**src/rtl/apb_bridge_pkg.sv**
```systemverilog
// Shared types and defaults for the multi-slave APB master bridge.
package apb_bridge_pkg;

    typedef enum logic [1:0] {
        IDLE    = 2'd0,
        SETUP   = 2'd1,
        ACCESS  = 2'd2,
        ERRRESP = 2'd3
    } state_t;

    localparam int DEF_ADDR_W         = 32;
    localparam int DEF_DATA_W         = 32;
    localparam int DEF_NUM_SLAVES     = 4;
    localparam int DEF_SEL_LSB        = 12;
    localparam int DEF_TIMEOUT_CYCLES = 256;

    // Width of a binary slave index; a single slave still needs one bit.
    function automatic int slave_idx_w(input int n);
        return (n <= 1) ? 1 : $clog2(n);
    endfunction

endpackage

```
**src/rtl/apb_addr_decode.sv**
```systemverilog
// Combinational slave decoder: upper address field -> one-hot select, binary index, decode error.
module apb_addr_decode
    import apb_bridge_pkg::*;
#(
    parameter int HI_W       = DEF_ADDR_W - DEF_SEL_LSB,
    parameter int NUM_SLAVES = DEF_NUM_SLAVES,
    parameter int IDX_W      = slave_idx_w(NUM_SLAVES)
) (
    input  logic [HI_W-1:0]       i_hi,
    output logic [NUM_SLAVES-1:0] o_sel,
    output logic [IDX_W-1:0]      o_idx,
    output logic                  o_decode_err
);

    // The whole upper field is compared, so addresses above the last slave never alias.
    always_comb begin
        o_sel        = '0;
        o_idx        = '0;
        o_decode_err = 1'b1;
        for (int i = 0; i < NUM_SLAVES; i++) begin
            if (i_hi == HI_W'(i)) begin
                o_sel[i]     = 1'b1;
                o_idx        = IDX_W'(i);
                o_decode_err = 1'b0;
            end
        end
    end

endmodule

```
**src/rtl/apb_master_bridge.sv**
```systemverilog
// APB3 master bridging single system requests onto NUM_SLAVES decoded slaves.
// Optional wait-state watchdog enabled by defining APB_TIMEOUT_EN.
module apb_master_bridge
    import apb_bridge_pkg::*;
#(
    parameter int ADDR_W         = DEF_ADDR_W,
    parameter int DATA_W         = DEF_DATA_W,
    parameter int NUM_SLAVES     = DEF_NUM_SLAVES,
    parameter int SEL_LSB        = DEF_SEL_LSB,
    parameter int TIMEOUT_CYCLES = DEF_TIMEOUT_CYCLES
) (
    input  logic                         PCLK,
    input  logic                         PRESETn,
    input  logic [ADDR_W-1:0]            addr,
    input  logic [DATA_W-1:0]            data,
    input  logic                         data_dir,
    input  logic                         data_valid,
    output logic                         data_ready,
    output logic [DATA_W-1:0]            data_out,
    output logic                         transaction_done,
    output logic                         trans_err,
    output logic [ADDR_W-1:0]            PADDR,
    output logic [NUM_SLAVES-1:0]        PSELx,
    output logic                         PENABLE,
    output logic                         PWRITE,
    output logic [DATA_W-1:0]            PWDATA,
    input  logic [NUM_SLAVES*DATA_W-1:0] PRDATA,
    input  logic [NUM_SLAVES-1:0]        PREADY,
    input  logic [NUM_SLAVES-1:0]        PSLVERR
);

    localparam int IDX_W = slave_idx_w(NUM_SLAVES);
    localparam int HI_W  = ADDR_W - SEL_LSB;

    state_t                  r_state;
    logic [NUM_SLAVES-1:0]   r_psel;
    logic [IDX_W-1:0]        r_idx;
    logic                    r_penable;
    logic                    r_pwrite;
    logic [ADDR_W-1:0]       r_paddr;
    logic [DATA_W-1:0]       r_pwdata;
    logic [DATA_W-1:0]       r_dout;
    logic                    r_done;
    logic                    r_err;

    logic [NUM_SLAVES-1:0]   w_dec_sel;
    logic [IDX_W-1:0]        w_dec_idx;
    logic                    w_dec_err;
    logic                    w_pready;
    logic                    w_pslverr;
    logic [DATA_W-1:0]       w_prdata;

    apb_addr_decode #(
        .HI_W       (HI_W),
        .NUM_SLAVES (NUM_SLAVES),
        .IDX_W      (IDX_W)
    ) u_addr_decode (
        .i_hi         (addr[ADDR_W-1:SEL_LSB]),
        .o_sel        (w_dec_sel),
        .o_idx        (w_dec_idx),
        .o_decode_err (w_dec_err)
    );

    // Only the latched slave's response is looked at; all others are ignored.
    always_comb begin
        w_pready  = 1'b0;
        w_pslverr = 1'b0;
        w_prdata  = '0;
        for (int i = 0; i < NUM_SLAVES; i++) begin
            if (r_idx == IDX_W'(i)) begin
                w_pready  = PREADY[i];
                w_pslverr = PSLVERR[i];
                w_prdata  = PRDATA[i*DATA_W +: DATA_W];
            end
        end
    end

`ifdef APB_TIMEOUT_EN
    localparam int TCNT_W = $clog2(TIMEOUT_CYCLES + 1);
    logic [TCNT_W-1:0] r_tcnt;
`else
    logic w_unused_timeout;
    assign w_unused_timeout = (TIMEOUT_CYCLES > 0);
`endif

    always_ff @(posedge PCLK or negedge PRESETn) begin
        if (!PRESETn) begin
            r_state   <= IDLE;
            r_psel    <= '0;
            r_idx     <= '0;
            r_penable <= 1'b0;
            r_pwrite  <= 1'b0;
            r_paddr   <= '0;
            r_pwdata  <= '0;
            r_dout    <= '0;
            r_done    <= 1'b0;
            r_err     <= 1'b0;
`ifdef APB_TIMEOUT_EN
            r_tcnt    <= '0;
`endif
        end else begin
            r_done <= 1'b0;
            case (r_state)
                IDLE: begin
                    if (data_valid) begin
                        r_paddr  <= addr;
                        r_pwrite <= data_dir;
                        r_idx    <= w_dec_idx;
                        if (data_dir) begin
                            r_pwdata <= data;
                        end
                        if (w_dec_err) begin
                            r_state <= ERRRESP;
                        end else begin
                            r_psel  <= w_dec_sel;
                            r_state <= SETUP;
                        end
                    end
                end
                SETUP: begin
                    r_penable <= 1'b1;
                    r_state   <= ACCESS;
`ifdef APB_TIMEOUT_EN
                    r_tcnt    <= '0;
`endif
                end
                ACCESS: begin
                    if (w_pready) begin
                        r_psel    <= '0;
                        r_penable <= 1'b0;
                        r_done    <= 1'b1;
                        r_err     <= w_pslverr;
                        if (!r_pwrite) begin
                            r_dout <= w_prdata;
                        end
                        r_state   <= IDLE;
                    end
`ifdef APB_TIMEOUT_EN
                    else if (r_tcnt == TCNT_W'(TIMEOUT_CYCLES)) begin
                        r_psel    <= '0;
                        r_penable <= 1'b0;
                        r_done    <= 1'b1;
                        r_err     <= 1'b1;
                        r_state   <= IDLE;
                    end else begin
                        r_tcnt <= r_tcnt + TCNT_W'(1);
                    end
`endif
                end
                ERRRESP: begin
                    r_done  <= 1'b1;
                    r_err   <= 1'b1;
                    r_state <= IDLE;
                end
                default: r_state <= IDLE;
            endcase
        end
    end

    assign data_ready       = (r_state == IDLE);
    assign data_out         = r_dout;
    assign transaction_done = r_done;
    assign trans_err        = r_err;
    assign PADDR            = r_paddr;
    assign PSELx            = r_psel;
    assign PENABLE          = r_penable;
    assign PWRITE           = r_pwrite;
    assign PWDATA           = r_pwdata;

endmodule

```
**config.mk**
```make
export PLATFORM = sky130hd
export DESIGN_NAME = apb_master_bridge
export DESIGN_NICKNAME = d
export VERILOG_FILES = /design/src/rtl/apb_bridge_pkg.sv /design/src/rtl/apb_addr_decode.sv /design/src/rtl/apb_master_bridge.sv
export SDC_FILE = /design/constraint.sdc
export NUM_CORES = 1
export LEC_CHECK = 0
export ABC_AREA = 1
export BUFFER_PORTS_ARGS = -buffer_cell sky130_fd_sc_hd__buf_2
export CORE_MARGIN = 2
export CORE_UTILIZATION = 39
export CTS_BUF_LIST = sky130_fd_sc_hd__clkbuf_8
export DETAILED_ROUTE_END_ITERATION = 8
export GPL_TIMING_DRIVEN = 0
export PLACE_DENSITY = 0.77
export SLEW_MARGIN = 30
export SYNTH_ARGS = -nofsm -noshare
export SYNTH_HDL_FRONTEND = slang
export SYNTH_HIERARCHICAL = 1
export SYNTH_SLANG_ARGS = --single-unit
```
**constraint.sdc**
```tcl
create_clock -name PCLK -period 3.2 [get_ports PCLK]
set_input_delay 0.16 -clock PCLK [delete_from_list [all_inputs] [get_ports PCLK]]
set_output_delay 0.16 -clock PCLK [all_outputs]
set_load 0.005 [all_outputs]
```
Word-level counts from Yosys, hierarchy flattened
Index checks and enable logic that the tools add are counted.
{"block": "word_totals", "ff_bits": 108, "inputBits": 204, "out_inout_bits": 105, "wordCells": 73}
{"block": "classes", "n_eq_ne": 12, "muxes": 37, "bitwise_logic": 1, "n_reduce_logical": 13}
{"cell": "32-bit 2-to-1 mux", "count": 4}
{"cell": "20-bit by 2-bit equality test with 1-bit output, second input constant", "count": 2}
{"cell": "20-bit by 1-bit equality test with 1-bit output, second input constant", "count": 1}
{"cell": "20-bit logical NOT", "count": 1}
{"cell": "1-bit 2-to-1 mux", "count": 20}
{"cell": "4-bit 2-to-1 mux", "count": 3}
{"cell": "2-bit 2-to-1 mux", "count": 5}
{"cell": "2-bit equality test, second input constant", "count": 4}
{"cell": "2-bit one-hot mux with 4 select lines", "count": 1}
{"cell": "4-bit one-hot mux with 2 select lines", "count": 1}
{"cell": "2-bit AND reduction", "count": 4}
{"cell": "2-bit inequality test, second input constant", "count": 3}
{"cell": "1-bit one-hot mux with 2 select lines", "count": 3}
{"cell": "3-bit AND reduction", "count": 2}
{"cell": "2-bit nonzero test", "count": 3}
{"cell": "2-bit by 1-bit equality test with 1-bit output, second input constant", "count": 2}
{"cell": "2-bit logical NOT", "count": 2}
{"cell": "4-bit AND reduction", "count": 1}
{"cell": "1-bit inverter", "count": 1}

Longest topological paths before layout
{"block": "logic_depth", "depth_word": 8, "depth_mapped": 9, "ltp_nobuf": 8}

Hierarchy
The synthesis kept the hierarchy.
{"mod": "apb_master_bridge", "instances": 1, "cells_each": 660, "area_per_inst_um2": 5113.7, "seq_area_each_um2": 2702.6}
{"mod": "apb_addr_decode", "instances": 1, "cells_each": 33, "area_per_inst_um2": 142.6, "seq_area_each_um2": 0.0}

Least setup slack after synthesis
Ideal clock, no wire load.
{"block": "synth_timing", "path_kind": "register -> register", "start": "reg r_state[0]", "end": "reg r_pwdata[10] (netlist: PWDATA[10])", "setup_ps": 117, "t_arrival_ps": 1222, "t_required_ps": 3083, "path_slack_ps": 1861, "stages_incl_launch_ff": 8, "path_buffers": 1, "synth_period_minus_slack_ps": 1339, "cell_sequence": "dfrtp_1 > inv_2 > nand2_1 > nor2_2 > nand2_1 > clkbuf_1 > nand2_1 > nand2_1"}
{"block": "synth_between", "elab_chain_len": 2}
{"item": "start, declared", "line": "apb_master_bridge.sv:35", "source": "state_t r_state;"}
{"item": "start signal, assigned", "line": "apb_master_bridge.sv:88", "source": "r_state <= IDLE;"}
{"item": "start signal, assigned", "line": "apb_master_bridge.sv:113", "source": "r_state <= ERRRESP;"}
{"item": "start signal, assigned", "line": "apb_master_bridge.sv:116", "source": "r_state <= SETUP;"}
{"item": "2-bit logical NOT", "line": "apb_master_bridge.sv:103", "source": "case (r_state)"}
{"item": "3-bit AND reduction (no source line)"}
{"item": "end signal, assigned", "line": "apb_master_bridge.sv:110", "source": "r_pwdata <= data;"}
{"item": "end, declared", "line": "apb_master_bridge.sv:41", "source": "logic [DATA_W-1:0] r_pwdata;"}
Every way passes these cells.
A chain may end at the register's enable or synchronous reset.

Final worst setup path
{"block": "layout_timing", "start": "reg r_state[0]", "end": "reg r_pwdata[11] (netlist: PWDATA[11])"}
Same word-level chain as after synthesis.

==> run summary <==
The DRC violations left is 0. At the worst endpoint, the required time is 3.48 ns. The repair_antennas step left the layout with diodes totalling 0. After synthesis, the cell types taking the most area are dfrtp_1, nand2_1, nand3_1. Setup repair after global routing left no endpoint under its margin. Of the total synthesized cell area, the portion taken by full adders, half adders and majority gates is 0%. The die span in y came out at 120 µm. The clock tree synthesis step divided the H-tree into 3 levels. The critical-path maximum fanout came out at 10. The count of endpoints failing hold in the final timing report came out at 0. The number of sinks handled by clock tree synthesis is 108. Buffers added to address setup during post-CTS repair amount to 0. The capture point of the worst path is PWDATA[11]$_DFFE_PN0P_. The setup TNS came out at 0 ns. The final net count came out at 1265. The number of routed nets with antenna violations came out at 0. STA classifies the critical path startpoint as a register.

The worst slew slack as a fraction of its limit is 59.0%. STA classifies the critical path endpoint as a register. The worst register-to-register path begins at r_state[0]$_DFFE_PN0P_. The aggregate routed wire length is 19300 µm. In this run the worst setup path begins at r_state[0]$_DFFE_PN0P_.

The number of buffers inserted by hold repair at cts came out at 49. The minimum clock period came out at 1.82 ns. The category of the most critical setup path is register to register. The cell area after technology mapping is 5260 µm². The achievable clock frequency is 548 MHz. The global placer's final weighted congestion is 0.837. The setup violation total in the final timing report came out at 0.

Dividing the synthesized area by the synthesized cell count gives 7.58 µm². The endpoint identified for the worst register-to-register timing path is PWDATA[11]$_DFFE_PN0P_. The later pin in the worst-skew pair is clocked with a latency of 0.39 ns. The number of antenna violations at the first check in global routing is 2.

In this run the most critical hold path is launched from data[27]. The effective utilization at floorplan is 39.9%. The run finished with clean final reports. The total of warnings raised by yosys is 6. The total grt overflow came out at 0. The total power divided by cell area came out at 675 nW/µm². The depth of the most critical reg-to-reg path is 7. Counting the fill cells in the layout gives 1199.

Summing the areas of all compound-gate instances in the mapped netlist gives 7.71% of the synthesized area. In this run the clock root is driven by a clkbuf_8. The number of buffers added by the clock tree synthesis step is 9.

The total count of max-transition violations in the final report is 0. The measured slew at the worst slew-check pin came out at 0.615 ns. The total global routing track utilization is 26.5%.

The leakage power came out at 0.00438 µW. Across the run, the number of max-cap violations was 0. After detailed routing, the number of vias per cell comes to 4.89. The die covers 14400 µm².

The multiplexer share of the synthesized area came out at 0%. The total of cells resized after clock tree synthesis is 0. The area added between synthesis and finish came out at 47.2%.

VDD sags by at most 0.439 mV. The share of Yosys cell area claimed by the top area cell type is 51.4%. The number of port buffers is 307. The number of different library cells in the post-synthesis netlist came out at 24. The sequential cell area fraction in the yosys report is 51.4%. The number of vias in the routed layout is 6076. The number of standard-cell rows in the floorplan came out at 42.

The maximum number of buffers from clock root to sink is 2. The worst setup margin came out at 1.38 ns. The top-level port count came out at 309. Timing analysis after detailed placement gives a worst setup slack of 1.33 ns. Synthesis produced 693 cells. Of the cells placed in the final design, the portion with a size suffix greater than 1 is 33.7%.

The total iterations of the first detailed-routing run came out at 4. The number of global-route vias before repair is 5877. TritonCTS built the clock tree. When the netlist entered floorplanning its net count stood at 897. Between clock sinks in the finished design, the worst skew comes to 0.0141 ns.

The die is 120 µm wide. The xor and xnor fraction of the mapped netlist area came out at 0%. The part of the cycle the worst path needs is 57.0%. Summing the areas of all and, or, nand and nor instances in the mapped netlist gives 35.8% of the synthesized area. The largest net degree at the start of global routing is 56. The data arrival at the endpoint of the critical path came out at 2.10 ns.

The register bit total from synthesis is 108. After synthesis, the largest family of logic cells by area is simple AND/OR/NAND/NOR gates. The global-route wire length before repair came out at 29900 µm. For this block, the initial DRC count from the detailed router was 345. Summed over all instances, the cell type with the most area after synthesis is dfrtp_1. The floorplan step defined a core boundary enclosing 13200 µm². The final HPWL from detailed placement came out at 14300 µm. The min-delay analysis places its worst path in the category input pin to register. The register-to-register setup slack is 1.38 ns. In the final routed layout, each cell accounts on average for 15.6 µm.

The clock slew seen by the registers of the worst setup and hold paths came out at 0.11 ns.
-- stage by stage --
step / hold WS (ns) / cells / area [µm²] / power, µW / util [%]
6_report: 0.00930 / 1242 / 7740 / 5220 / 58.7
5_1_grt: 0.0204 / 1242 / 7740 / 5600 / 58.7
4_1_cts: 0.00132 / 1242 / 7740 / 5240 / 58.7
3_5_place_dp: 0.143 / 1177 / 7050 / 4320 / 53.4
3_3_place_gp: 0.361 / 1176 / 7010 / 4260 / 53.2
2_1_floorplan: -0.136 / 693 / 5260 / 3240 / -
-- kinds of logic (layout without fill, tap and decap cells) --
group / Yosys count / count (layout)
AND/OR/NAND/NOR: 456 / 456
buffers and inverters: 56 / 429
flip-flops: 108 / 108
AO/OA/AOI/OAI: 73 / 73
-- per-layer routing --
metal  part of all wire, %  global-route usage [%]  vias to the layer above
li1                      -                       -                     2964
met1                    39                    31.0                     2762
met2                    49                    46.4                      306
met3                   9.0                    6.32                       40
met4                   3.1                    10.7                        4
met5                  0.16                       0                        -
-- critical path, cell delays in order, from the launching register on --
cell and delay, ns:
dfrtp_1 0.44, inv_2 0.07, nand2_1 0.09, nor2_2 0.41, nand2_1 0.23, clkbuf_1 0.30
nand2_1 0.13, nand2_1 0.05
-- worst min-delay path by stage --
stage	end	slack, ns	cells after the start
5_1_grt	PWDATA[0]$_DFFE_PN0P_	0.02	3
2_1_floorplan	PADDR[0]$_DFFE_PN0P_	-0.14	0
3_3_place_gp	PADDR[10]$_DFFE_PN0P_	0.36	3
3_5_place_dp	PADDR[10]$_DFFE_PN0P_	0.14	1
4_1_cts	PWDATA[27]$_DFFE_PN0P_	0.001	3
6_report	PWDATA[27]$_DFFE_PN0P_	0.009	3
-- where the power goes --
| group | switching (µW) | leakage (µW) | internal [µW] |
|---|---|---|---|
| Sequential | 356 | 0.00136 | 1980 |
| Combinational | 1110 | 0.00292 | 910 |
| Clock | 499 | 0.000103 | 368 |
| Total | 1960 | 0.00438 | 3260 |
-- registers in the layout (all words and copies together) (netlist names) --
register / count
PSELx: 4
PWDATA: 32
r_state: 2
PWRITE: 1
transaction_done: 1
PADDR: 32
r_idx: 2
trans_err: 1
PENABLE: 1
data_out: 32
-- cells in the final DEF (no fill, tap or decap), types with 2 or more instances in the layout --
| master | n |
|---|---|
| a31oi_1 | 32 |
| buf_2 | 322 |
| buf_6 | 5 |
| clkbuf_1 | 21 |
| clkbuf_8 | 9 |
| dfrtp_1 | 108 |
| dlygate4sd3_1 | 49 |
| inv_1 | 9 |
| inv_2 | 4 |
| nand2_1 | 321 |
| nand3_1 | 76 |
| nand3b_1 | 2 |
| nor2_1 | 46 |
| nor2_2 | 4 |
| o21ai_0 | 40 |
-- final cells by class --
class	count	area, µm²	share of cell area, %
well taps	176	220	2.85
clock buffers	9	124	1.60
inverters	13	48.8	0.631
repair buffers	357	2060	26.6
clock inverters	7	75.1	0.970
multi-input cells	529	2290	29.6
plain buffers	43	215	2.78
flip-flops and latches	108	2700	34.9
-- cells in the mapped netlist --
cell	instances
nand2_1	321
dfrtp_1	108
nand3_1	76
nor2_1	46
o21ai_0	40
a31oi_1	32
clkbuf_1	21
buf_2	16
inv_1	8
buf_6	4
inv_2	4
nor2_2	4
nand3b_1	2
a21oi_1	1
buf_1	1
buf_4	1
clkinv_1	1
nand2_2	1
nand3_2	1
nand3_4	1
nand4_2	1
nor2_4	1
nor2_8	1
or2_4	1
(Power assumes the default switching activity.)
